[src/rtl/prog_clock_divider.sv]
// Runtime-programmable 50%-duty clock divider with glitch-free retune, run/stop FSM and phase re-sync.
// Optional edge strobes (rise_stb/fall_stb) are built when CLKDIV_EDGE_STROBE_EN is defined.
module prog_clock_divider #(
    parameter int                CNT_W        = 12,
    parameter logic [CNT_W-1:0]  DEFAULT_HALF = 12'h031
) (
    input  logic             clock_in,
    input  logic             reset,
    input  logic             enable,
    input  logic             sync,
    input  logic             div_load,
    input  logic [CNT_W-1:0] div_value,
    output logic             clock_out,
    output logic             running,
    output logic             cfg_pending,
    output logic             rise_stb,
    output logic             fall_stb
);

    typedef enum logic [1:0] {
        ST_IDLE     = 2'd0,
        ST_RUN      = 2'd1,
        ST_STOPPING = 2'd2
    } state_t;

    localparam logic [CNT_W-1:0] CNT_ZERO = {CNT_W{1'b0}};
    localparam logic [CNT_W-1:0] CNT_ONE  = {{(CNT_W-1){1'b0}}, 1'b1};

    state_t           state_r;
    state_t           state_s;
    logic [CNT_W-1:0] counter_r;
    logic [CNT_W-1:0] counter_s;
    logic [CNT_W-1:0] half_active_r;
    logic [CNT_W-1:0] half_active_s;
    logic [CNT_W-1:0] shadow_r;
    logic [CNT_W-1:0] shadow_s;
    logic             clock_out_r;
    logic             clock_out_s;
    logic             cfg_pending_r;
    logic             cfg_pending_s;
    logic             running_r;
    logic             toggle_s;
    logic             apply_s;
    logic [CNT_W-1:0] step_cnt_s;
    logic             step_clk_s;

    // Free-running half-period step: wrap and toggle at half_active, else count up
    always_comb begin
        toggle_s   = (counter_r == half_active_r);
        step_cnt_s = counter_r + CNT_ONE;
        step_clk_s = clock_out_r;
        if (toggle_s) begin
            step_cnt_s = CNT_ZERO;
            step_clk_s = ~clock_out_r;
        end else begin
            step_cnt_s = counter_r + CNT_ONE;
            step_clk_s = clock_out_r;
        end
    end

    // Run/stop FSM with sync handling; decides when the shadow value is applied
    always_comb begin
        state_s     = state_r;
        counter_s   = counter_r;
        clock_out_s = clock_out_r;
        apply_s     = 1'b0;
        case (state_r)
            ST_IDLE: begin
                counter_s   = CNT_ZERO;
                clock_out_s = 1'b0;
                apply_s     = cfg_pending_r;
                if (enable) begin
                    state_s = ST_RUN;
                end else begin
                    state_s = ST_IDLE;
                end
            end
            ST_RUN: begin
                if (!enable) begin
                    if (!clock_out_r) begin
                        state_s     = ST_IDLE;
                        counter_s   = CNT_ZERO;
                        clock_out_s = 1'b0;
                    end else begin
                        // Finish the high phase so a stop never leaves a runt pulse
                        counter_s   = step_cnt_s;
                        clock_out_s = step_clk_s;
                        apply_s     = toggle_s & cfg_pending_r;
                        if (toggle_s) begin
                            state_s = ST_IDLE;
                        end else begin
                            state_s = ST_STOPPING;
                        end
                    end
                end else if (sync) begin
                    counter_s   = CNT_ZERO;
                    clock_out_s = 1'b0;
                    apply_s     = cfg_pending_r;
                end else begin
                    counter_s   = step_cnt_s;
                    clock_out_s = step_clk_s;
                    apply_s     = toggle_s & cfg_pending_r;
                end
            end
            ST_STOPPING: begin
                counter_s   = step_cnt_s;
                clock_out_s = step_clk_s;
                apply_s     = toggle_s & cfg_pending_r;
                if (enable) begin
                    state_s = ST_RUN;
                end else if (toggle_s) begin
                    state_s = ST_IDLE;
                end else begin
                    state_s = ST_STOPPING;
                end
            end
            default: begin
                state_s     = ST_IDLE;
                counter_s   = CNT_ZERO;
                clock_out_s = 1'b0;
            end
        endcase
    end

    // Shadow capture and handoff; a load on the apply edge stays pending for the next boundary
    always_comb begin
        shadow_s      = shadow_r;
        half_active_s = half_active_r;
        cfg_pending_s = cfg_pending_r;
        if (apply_s) begin
            half_active_s = shadow_r;
        end else begin
            half_active_s = half_active_r;
        end
        if (div_load) begin
            shadow_s      = div_value;
            cfg_pending_s = 1'b1;
        end else if (apply_s) begin
            shadow_s      = shadow_r;
            cfg_pending_s = 1'b0;
        end else begin
            shadow_s      = shadow_r;
            cfg_pending_s = cfg_pending_r;
        end
    end

    // Core state registers with synchronous active-low reset
    always_ff @(posedge clock_in) begin
        if (!reset) begin
            state_r       <= ST_IDLE;
            counter_r     <= CNT_ZERO;
            clock_out_r   <= 1'b0;
            half_active_r <= DEFAULT_HALF;
            shadow_r      <= DEFAULT_HALF;
            cfg_pending_r <= 1'b0;
            running_r     <= 1'b0;
        end else begin
            state_r       <= state_s;
            counter_r     <= counter_s;
            clock_out_r   <= clock_out_s;
            half_active_r <= half_active_s;
            shadow_r      <= shadow_s;
            cfg_pending_r <= cfg_pending_s;
            running_r     <= (state_s != ST_IDLE);
        end
    end

    assign clock_out   = clock_out_r;
    assign running     = running_r;
    assign cfg_pending = cfg_pending_r;

`ifdef CLKDIV_EDGE_STROBE_EN
    logic rise_stb_r;
    logic fall_stb_r;

    // Edge strobes registered alongside clock_out so they coincide with its change
    always_ff @(posedge clock_in) begin
        if (!reset) begin
            rise_stb_r <= 1'b0;
            fall_stb_r <= 1'b0;
        end else begin
            rise_stb_r <= clock_out_s & ~clock_out_r;
            fall_stb_r <= ~clock_out_s & clock_out_r;
        end
    end

    assign rise_stb = rise_stb_r;
    assign fall_stb = fall_stb_r;
`else
    assign rise_stb = 1'b0;
    assign fall_stb = 1'b0;
`endif

endmodule

[config.mk]
export PLATFORM = sky130hd
export DESIGN_NAME = prog_clock_divider
export DESIGN_NICKNAME = d
export VERILOG_FILES = /design/src/rtl/prog_clock_divider.sv
export SDC_FILE = /design/constraint.sdc
export NUM_CORES = 1
export LEC_CHECK = 0
export CORE_MARGIN = 2
export CORE_UTILIZATION = 48
export CTS_CLUSTER_SIZE = 12
export DETAILED_ROUTE_END_ITERATION = 12
export GPL_TIMING_DRIVEN = 0
export MAX_ROUTING_LAYER = met4
export PLACE_DENSITY = 0.74
export SLEW_MARGIN = 20
export SYNTH_ARGS = -nofsm -noshare
export SYNTH_HDL_FRONTEND = slang
export SYNTH_SLANG_ARGS = --single-unit
[constraint.sdc]
create_clock -name clock_in -period 2.4 [get_ports clock_in]
set_input_delay 0.36 -clock clock_in [delete_from_list [all_inputs] [get_ports clock_in]]
set_output_delay 0.36 -clock clock_in [all_outputs]
set_load 0.02 [all_outputs]
==> qor.yml, run 1 <==
clock_tree:
  ctsLongestPathBuffers: 2
  numClockSinks: 41
  clk_latency_ps: 300
  cts_resized: 0
  h-tree-depth: 2
  ctsHoldBuffers: 0
  cts_tree: "built"
  clkSlewWorstSetupHoldPaths_ps: 80
  cts_setup_buffers: 0
  cts_root_buf: "clkbuf_8"
  numCtsBuffers: 5
sta:
  setup_viol: 0
  final_hold_viol_count: 0
  min_period_over_period_pct: 91.8
  finClkSkew_ps: 7.16
  finalSetupTns_ps: 0
  timing.fmax_ghz: 0.454
  layout_setup_ws_ps: 196
  drv_slew: 0
  finalCriticalPeriod_ps: 2200
  rsz0062_at_grt: "false"
global_routing:
  grt_pass1_vias: 1304
  grt_max_degree: 13
  grt.total_usage_pct: 18.4
  antenna_found_initial: 0
  grt.overflow.total: 0
  grt_pass1_wl_um: 5930
worst_setup_path:
  endpoint_kind: "register"
  crit_type: "register to register"
  cp.required_ps: 2600
  critPathMaxFanout: 6
  critPathArrivalTime_ps: 2400
  crit_path_start_kind: "register"
logic_synthesis:
  synthCells: 202
  ys_types: 33
  ys.flop_type: "dfxtp_1"
  avgSynthCellArea_um2: 9.32
  ys_seq_area_share_pct: 43.6
  async_flop_share_pct: 0
  synth_top_area_share_pct: 43.6
  synth_area_leader_cell: "dfxtp_1"
  yosys_warnings: 0
  ys_seq_elements: 41
  netlist_area_um2: 1880
  synth_edf_count: 0
  synthTopCellsByArea: "dfxtp_1 (44%), mux2i_1 (13%), xor2_1 (8.4%), nor2_1 (6.4%), nand2_1 (5.2%)"
routing:
  dr.pass1.iters: 4
  post_drt_wl_per_cell_um: 12.2
  num_vias: 1376
  ant_nets: 0
  drtIter0Drc: 67
  wl_um: 3360
  drc_errors: 0
  vias_per_cell: 4.99
run_status:
  run_status: "finished clean"
cells_and_area:
  final_common_cell: "dfxtp_1"
  diodes: 0
  layout-drive-gt1-share_pct: 8.77
  final_cell_mix: "dfxtp_1 (41), nor2_1 (32), nand2_1 (26)"
  layout.nets: 251
  multi_input_area_um2: 973
  seq_area_um2: 821
  areaGrowthSynthToFinish_pct: 17.8
  fillers: 341
power:
  worst_ir_drop_vdd_mv: 0.401
  cellPowerDensity_nw_per_um2: 608
  p_leak_nw: 0.948
floorplanning:
  ios: 22
  core-area_um2: 3720
  dieArea_um2: 4440
  die_x_um: 66.6
  rows: 22
  start_util_pct: 50.7
  die_h_um: 66.6
place:
  place_ws_ps: 238
  hpwl_um: 2460
  io_buffers: 17
  gp_congestion: 0.826
flow_run:
  drv_cap: 0
min_path:
  hp-class: "input port to register"
[stage by stage]
| step | total power, mW | hold WS, ps | instances | utilization (%) | cell area, µm² |
|---|---|---|---|---|---|
| 5_1_grt | 1.41 | 410 | 276 | 59.7 | 2220 |
| 6_report | 1.35 | 403 | 276 | 59.7 | 2220 |
| 3_3_place_gp | 0.867 | 452 | 268 | 57.0 | 2120 |
| 4_1_cts | 1.37 | 387 | 276 | 59.7 | 2220 |
| 2_1_floorplan | 0.821 | 434 | 203 | - | 1890 |
| 3_5_place_dp | 0.870 | 456 | 268 | 57.0 | 2120 |
[synth_stat cells, types with 2 or more instances]
library cell,count
ha_1,7
xor2_1,18
clkbuf_1,4
nand4_1,4
nand3_1,5
buf_2,2
buf_6,2
xnor2_1,4
nor4_2,3
nor2_1,32
o21ai_0,2
and3_1,2
mux2i_1,24
buf_4,3
a21oi_1,3
nand2_1,26
inv_1,5
dfxtp_1,41
[per-layer routing]
metal | global-route usage [%] | routed length [µm] | vias to the layer above | share of wire, %
met3 | 5.07 | 122 | 6 | 3.6
met5 | - | 0 | - | 0
met4 | 6.89 | 60 | 0 | 1.8
li1 | - | - | 713 | -
met2 | 27.1 | 1520 | 22 | 45
met1 | 24.1 | 1660 | 635 | 49
[logic make-up after synthesis]
kind of cell / share of synthesized area, %
AO/OA/AOI/OAI: 4.72
adder cells (fa/ha/maj): 4.65
flip-flops: 43.6
XOR/XNOR: 10.2
multiplexers: 13.4
AND/OR/NAND/NOR: 18.3
buffers and inverters: 4.92
other: 0.199
[power by group]
group          leakage, nW  total (mW)  internal [mW]  switching [mW]
combinational        0.560       0.136         0.0708          0.0655
sequential           0.334       0.718          0.703          0.0148
clock               0.0542       0.494          0.260           0.234
[layout make-up]
cell class              count  area share [%]
well taps                  48            2.71
repair buffers             17            7.67
clock buffers               7            4.34
clock inverters             1           0.226
inverters                   6            1.02
flip-flops and latches     41            37.0
multi-input cells         145            43.9
plain buffers              11            3.16
[critical path, stage by stage, from the launching register on]
cell and delay [ps]:
dfxtp_1 460, xor2_1 120, nor4_2 360, nand3_1 210, ha_1 340, nor2_1 40, mux2_2 250, nand2_1 60
o21ai_0 80, and3_1 180
[final timing paths]
| path | end | slack (ps) | from | cells after the start |
|---|---|---|---|---|
| max | clock_out | 200 | counter_r[2] | 9 |
| min | cfg_pending | 400 | reset | 2 |
| max reg2reg | clock_out | 200 | counter_r[2] | 9 |
| min reg2reg | half_active_r[6] | 460 | shadow_r[6] | 2 |
[state kept, by name, indices dropped and copies added (netlist names)]
name           count
cfg_pending        1
clock_out          1
counter_r         12
half_active_r     12
running            1
shadow_r          12
state_r            2
(Power assumes the default switching activity.)
==> inputs of run 2 (changes only) <==
--- a/config.mk
+++ b/config.mk
@@ -5,13 +5,16 @@
 export SDC_FILE = /design/constraint.sdc
 export NUM_CORES = 1
 export LEC_CHECK = 0
+export CELL_PAD_IN_SITES_DETAIL_PLACEMENT = 1
+export CELL_PAD_IN_SITES_GLOBAL_PLACEMENT = 1
 export CORE_MARGIN = 2
-export CORE_UTILIZATION = 48
+export CORE_UTILIZATION = 42
+export CTS_CLUSTER_DIAMETER = 40
 export CTS_CLUSTER_SIZE = 12
 export DETAILED_ROUTE_END_ITERATION = 12
 export GPL_TIMING_DRIVEN = 0
 export MAX_ROUTING_LAYER = met4
-export PLACE_DENSITY = 0.74
+export PLACE_DENSITY = 0.82
 export SLEW_MARGIN = 20
 export SYNTH_ARGS = -nofsm -noshare
 export SYNTH_HDL_FRONTEND = slang
==> run 2 against run 1 <==
  * Cell count is 1.4% higher
  * Wire length is 15% higher
  * Setup slack worse by 31 ps
==> qor.yml, run 2 (synthesis results as in run 1) <==
sta:
  timing.fmax_ghz: 0.447  # -1.4%
  rsz0062_at_grt: "false"
  setup_viol: 0  # unchanged
  finClkSkew_ps: 5.61  # -1.55 ps
  layout_setup_ws_ps: 165  # -31.0 ps
  min_period_over_period_pct: 93.1  # +1.3 points
  drv_slew: 0  # unchanged
  final_hold_viol_count: 0  # unchanged
  finalSetupTns_ps: 0  # unchanged
  finalCriticalPeriod_ps: 2240  # +31.0 ps
floorplanning:
  die_x_um: 71.0  # +6.5%
  core-area_um2: 4320  # +16%
  rows: 24  # +9.1%
  die_h_um: 71.0  # +6.5%
  ios: 22  # unchanged
  dieArea_um2: 5040  # +13%
  start_util_pct: 43.5  # -7.1 points
worst_setup_path:
  crit_path_start_kind: "register"
  r2r-end: "clock_out"
  reg2regPathDepth: 9  # unchanged
  cpPeakStageDelay_ps: 460  # about the same
  endpoint_kind: "register"
  worst-path-buf-inv: 0  # unchanged
  critPathMaxFanout: 6  # unchanged
  r2r_start: "counter_r[2]"
  crit_chain: "xor2_1 > nor4_2 > nand3_1 > ha_1 > nor2_1 > mux2_2 > nand2_1 > o21ai_0 > and3_1"
  cp.required_ps: 2580  # -20 ps
  critPathSlowestCell: "dfxtp_1"
  critPathArrivalTime_ps: 2420  # +20 ps
  crit_family: "simple AND/OR/NAND/NOR gates"
  rrSetupSlack_ps: 160  # -30 ps
  crit_type: "register to register"
clock_tree:
  h-tree-depth: 2  # unchanged
  cts_tree: "built"
  numClockSinks: 41  # unchanged
  cts_setup_buffers: 0  # unchanged
  cts_resized: 0  # unchanged
  numCtsBuffers: 5  # unchanged
  ctsLongestPathBuffers: 2  # unchanged
  ctsHoldBuffers: 0  # unchanged
  clkSlewWorstSetupHoldPaths_ps: 70  # about the same
  cts_root_buf: "clkbuf_8"
  clk_latency_ps: 290  # about the same
cells_and_area:
  final_util_pct: 51.8  # -7.9 points
  layout-drive-gt1-share_pct: 8.33  # -0.44 points
  multi_input_area_um2: 973  # unchanged
  final_common_cell: "dfxtp_1"
  fillers: 516  # +51%
  seq_area_um2: 821  # unchanged
  top_regs: "counter_r: 12 flops, half_active_r: 12 flops, shadow_r: 12 flops"
  final_cell_mix: "dfxtp_1 (41), nor2_1 (32), nand2_1 (26)"
  layout.nets: 251  # unchanged
  areaGrowthSynthToFinish_pct: 18.9
  diodes: 0  # unchanged
  design_area_um2: 2240  # +0.90%
global_routing:
  grt_pass1_vias: 1444  # +11%
  grt_pass1_wl_um: 6750  # +14%
  grt.overflow.total: 0  # unchanged
  grt_max_degree: 13  # unchanged
  grt.total_usage_pct: 17.4  # -0.99 points
  antenna_found_initial: 0  # unchanged
run_status:
  run_status: "finished clean"
routing:
  post_drt_wl_per_cell_um: 13.8  # +13%
  wl_um: 3870  # +15%
  num_vias: 1381  # +0.36%
  ant_nets: 0  # unchanged
  drtIter0Drc: 70  # +4.5%
  vias_per_cell: 4.93  # -1.1%
  dr.pass1.iters: 4  # unchanged
  drc_errors: 0  # unchanged
power:
  worst_ir_drop_vdd_mv: 0.427  # +6.4%
  p_leak_nw: 0.953  # +0.44%
  cellPowerDensity_nw_per_um2: 638  # +5.0%
min_path:
  hp-class: "input port to register"
  min_to: "half_active_r[1]"
  hp-start: "reset"
  whs_path_depth: 3  # +1
place:
  post_dp_cell_area_um2: 2120  # +0.24%
  hpwl_um: 2880  # +17%
  place_ws_ps: 196  # -41.7 ps
  gp_congestion: 0.759  # -8.2%
  io_buffers: 17  # unchanged
flow_run:
  drv_cap: 0  # unchanged
==> run 2: worst max-delay path by stage <==
stage | startpoint | endpoint | slack [ps] | cells past startpoint
6_report | counter_r[2] | clock_out | 160 | 9
5_1_grt | counter_r[3] | clock_out | 10 | 9
4_1_cts | counter_r[2] | clock_out | 170 | 9
3_5_place_dp | counter_r[2] | clock_out | 200 | 9
3_3_place_gp | counter_r[2] | clock_out | 260 | 9
2_1_floorplan | counter_r[0] | clock_out | 470 | 9
==> run 2: stage by stage <==
step	hold WS (ps)	instances	total power, mW
after floorplan	434	203	0.821
after global placement	449	272	0.868
after detailed placement	460	272	0.874
after CTS	398	280	1.44
after global routing	399	280	1.49
final	401	280	1.43
==> run 2: power breakdown <==
group          internal [mW]  switching [mW]  total, mW
combinational         0.0708          0.0673      0.138
sequential             0.703          0.0155      0.719
clock                  0.339           0.232      0.571
total                   1.11           0.315       1.43
==> run 2: layout make-up <==
| class | count | area share [%] |
|---|---|---|
| buffer | 11 | 3.13 |
| clock buffer | 7 | 3.86 |
| clock inverter | 1 | 1.34 |
| inverter | 6 | 1.01 |
| multi-input combinational | 145 | 43.5 |
| sequential | 41 | 36.7 |
| tap | 52 | 2.91 |
| timing repair buffer | 17 | 7.60 |
==> run 2: layer usage <==
metal | global-route usage (%) | share of wire (%) | vias up
li1 | - | - | 711
met1 | 21.2 | 49 | 646
met2 | 28.7 | 48 | 20
met3 | 4.70 | 2.8 | 4
met4 | 4.40 | 0.93 | 0
met5 | - | 0 | -
==> run 2: worst min-delay path, cell delays in order <==
cell,delay [ps]
buf_2,150
nand2_1,70
mux2i_1,60
==> inputs of run 3 (changes only) <==
--- a/config.mk
+++ b/config.mk
@@ -7,7 +7,6 @@
 export LEC_CHECK = 0
 export CELL_PAD_IN_SITES_DETAIL_PLACEMENT = 1
 export CELL_PAD_IN_SITES_GLOBAL_PLACEMENT = 1
-export CORE_MARGIN = 2
 export CORE_UTILIZATION = 42
 export CTS_CLUSTER_DIAMETER = 40
 export CTS_CLUSTER_SIZE = 12
==> run 3 against run 2 <==
  * Power shrank 4.8%
  * Clock skew grew 5.8 ps
  * First-iteration DRC count up 17%
  * Cell count down 0.71%
  * Fmax is 1.6% higher
  * Setup slack gained 36 ps
  * Worst hold slack improved by 13 ps
  * Sequential power hardly changed
  * Critical path type unchanged
==> qor.yml, run 3 (synthesis results as in run 1) <==
cells_and_area:
  final_cell_mix: "dfxtp_1 (41), nor2_1 (32), nand2_1 (26)"
  stdcell_count: 278  # -0.71%
  design_area_um2: 2220  # -0.62%
  final_util_pct: 53.7  # +1.9 points
  layout-drive-gt1-share_pct: 8.77  # +0.44 points
  top_regs: "counter_r: 12 flops, half_active_r: 12 flops, shadow_r: 12 flops"
  diodes: 0  # unchanged
  layout.nets: 251  # unchanged
  final_common_cell: "dfxtp_1"
  areaGrowthSynthToFinish_pct: 18.1
sta:
  finalSetupTns_ps: 0  # unchanged
  final_hold_viol_count: 0  # unchanged
  min_period_over_period_pct: 91.6  # -1.5 points
  drv_slew: 0  # unchanged
  setup_viol: 0  # unchanged
  finalCriticalPeriod_ps: 2200  # -36.0 ps
  timing.fmax_ghz: 0.455  # +1.6%
  finClkSkew_ps: 11.4  # +5.82 ps
  rsz0062_at_grt: "false"
clock_tree:
  cts_root_buf: "clkbuf_8"
  cts_tree: "built"
  h-tree-depth: 2  # unchanged
  numCtsBuffers: 5  # unchanged
  ctsLongestPathBuffers: 2  # unchanged
  cts_resized: 0  # unchanged
  numClockSinks: 41  # unchanged
  cts_setup_buffers: 0  # unchanged
  clkSlewWorstSetupHoldPaths_ps: 70  # about the same
  ctsHoldBuffers: 0  # unchanged
  clk_latency_ps: 290  # about the same
floorplanning:
  rows: 23  # -4.2%
  start_util_pct: 45.4  # +1.9 points
  dieArea_um2: 4760  # -5.6%
  die_x_um: 69.0  # -2.8%
  die_h_um: 69.0  # -2.8%
  ios: 22  # unchanged
  core-area_um2: 4140  # -4.2%
power:
  p_switching_uw: 319  # +1.4%
  cellPowerDensity_nw_per_um2: 611  # -4.3%
  internal_power_mw: 1.04  # -6.6%
  p_seq_share_pct: 52.9  # +2.6 points
  p_sw_share_pct: 23.5  # +1.4 points
  finalPower_mw: 1.36  # -4.8%
  power_frac_clock_pct: 37.0  # -3.0 points
  worst_ir_drop_vdd_mv: 0.374  # -12%
  p_leak_nw: 0.949  # -0.38%
  power_frac_comb_pct: 10.1  # +0.4 points
routing:
  drc_errors: 0  # unchanged
  dr.pass1.iters: 4  # unchanged
  num_vias: 1405  # +1.7%
  wl_um: 3600  # -6.8%
  post_drt_wl_per_cell_um: 13.0  # -6.1%
  drtIter0Drc: 82  # +17%
  vias_per_cell: 5.05  # +2.5%
  ant_nets: 0  # unchanged
worst_setup_path:
  critPathMaxFanout: 6  # unchanged
  critPathSlowestCell: "dfxtp_1"
  endpoint_kind: "register"
  crit_chain: "xor2_1 > nor4_2 > nand3_1 > ha_1 > nor2_1 > mux2_2 > nand2_1 > o21ai_0 > and3_1"
  crit_type: "register to register"
  critPathArrivalTime_ps: 2380  # -40 ps
  cp.required_ps: 2580  # about the same
  crit_path_start_kind: "register"
  cpPeakStageDelay_ps: 460  # about the same
global_routing:
  grt.overflow.total: 0  # unchanged
  grt_pass1_vias: 1387  # -3.9%
  grt_pass1_wl_um: 6170  # -8.6%
  grt.total_usage_pct: 18.2  # +0.81 points
  grt_max_degree: 14  # +1
  antenna_found_initial: 0  # unchanged
place:
  io_buffers: 17  # unchanged
  hpwl_um: 2840  # -1.3%
  post_dp_cell_area_um2: 2120  # -0.12%
  dp.cells: 270  # -0.74%
  gp_congestion: 0.801  # +5.5%
run_status:
  run_status: "finished clean"
min_path:
  hp-class: "input port to register"
flow_run:
  drv_cap: 0  # unchanged
run 3: cell types whose count changed in the layout (fill, tap and decap cells not counted), sizes merged:
cell	previous run	this run
bufinv	1	0
inv	5	6
run 3: metal layers:
layer | wire length [µm] | up-vias | GRT usage [%]
met5 | 0 | - | -
met4 | 30 | 0 | 5.36
met3 | 94 | 4 | 3.45
met2 | 1740 | 23 | 29.6
met1 | 1740 | 658 | 22.8
li1 | - | 720 | -
run 3: through the flow:
step / hold slack [ps] / worst slack [ps]
final: 414 / 201
after global routing: 451 / 51.8
after CTS: 408 / 187
after detailed placement: 451 / 188
after global placement: 445 / 266
after floorplan: 434 / 470
run 3: power groups by stage:
stage	Clock (mW)	Sequential [mW]	Combinational, mW
detailed placement	0	0.734	0.139
global placement	0	0.733	0.135
global route	0.549	0.722	0.152
finish	0.503	0.718	0.138
floorplan	0	0.734	0.0871
CTS	0.516	0.718	0.139
run 3: final cells by class:
type | instances | area (µm²)
fill | 489 | 1920
multi-input combinational | 145 | 973
sequential | 41 | 821
timing repair buffer | 17 | 170
clock buffer | 7 | 96.3
buffer | 11 | 70.1
tap | 50 | 62.6
inverter | 6 | 22.5
clock inverter | 1 | 8.76
run 3: worst max-delay path: cells and delay by family, from the launching register on:
kind	cells	cell delay, ps
compound gates	1	60
flops	1	460
simple gates	5	850
mux	1	250
fa+ha+maj	1	350
xor+xnor	1	130
run 3: final timing paths:
check	endpoint	cells past startpoint	start	slack [ps]
max reg2reg	clock_out	9	counter_r[2]	200
min	half_active_r[1]	3	reset	410
min reg2reg	half_active_r[10]	2	shadow_r[10]	460
max	clock_out	9	counter_r[2]	200
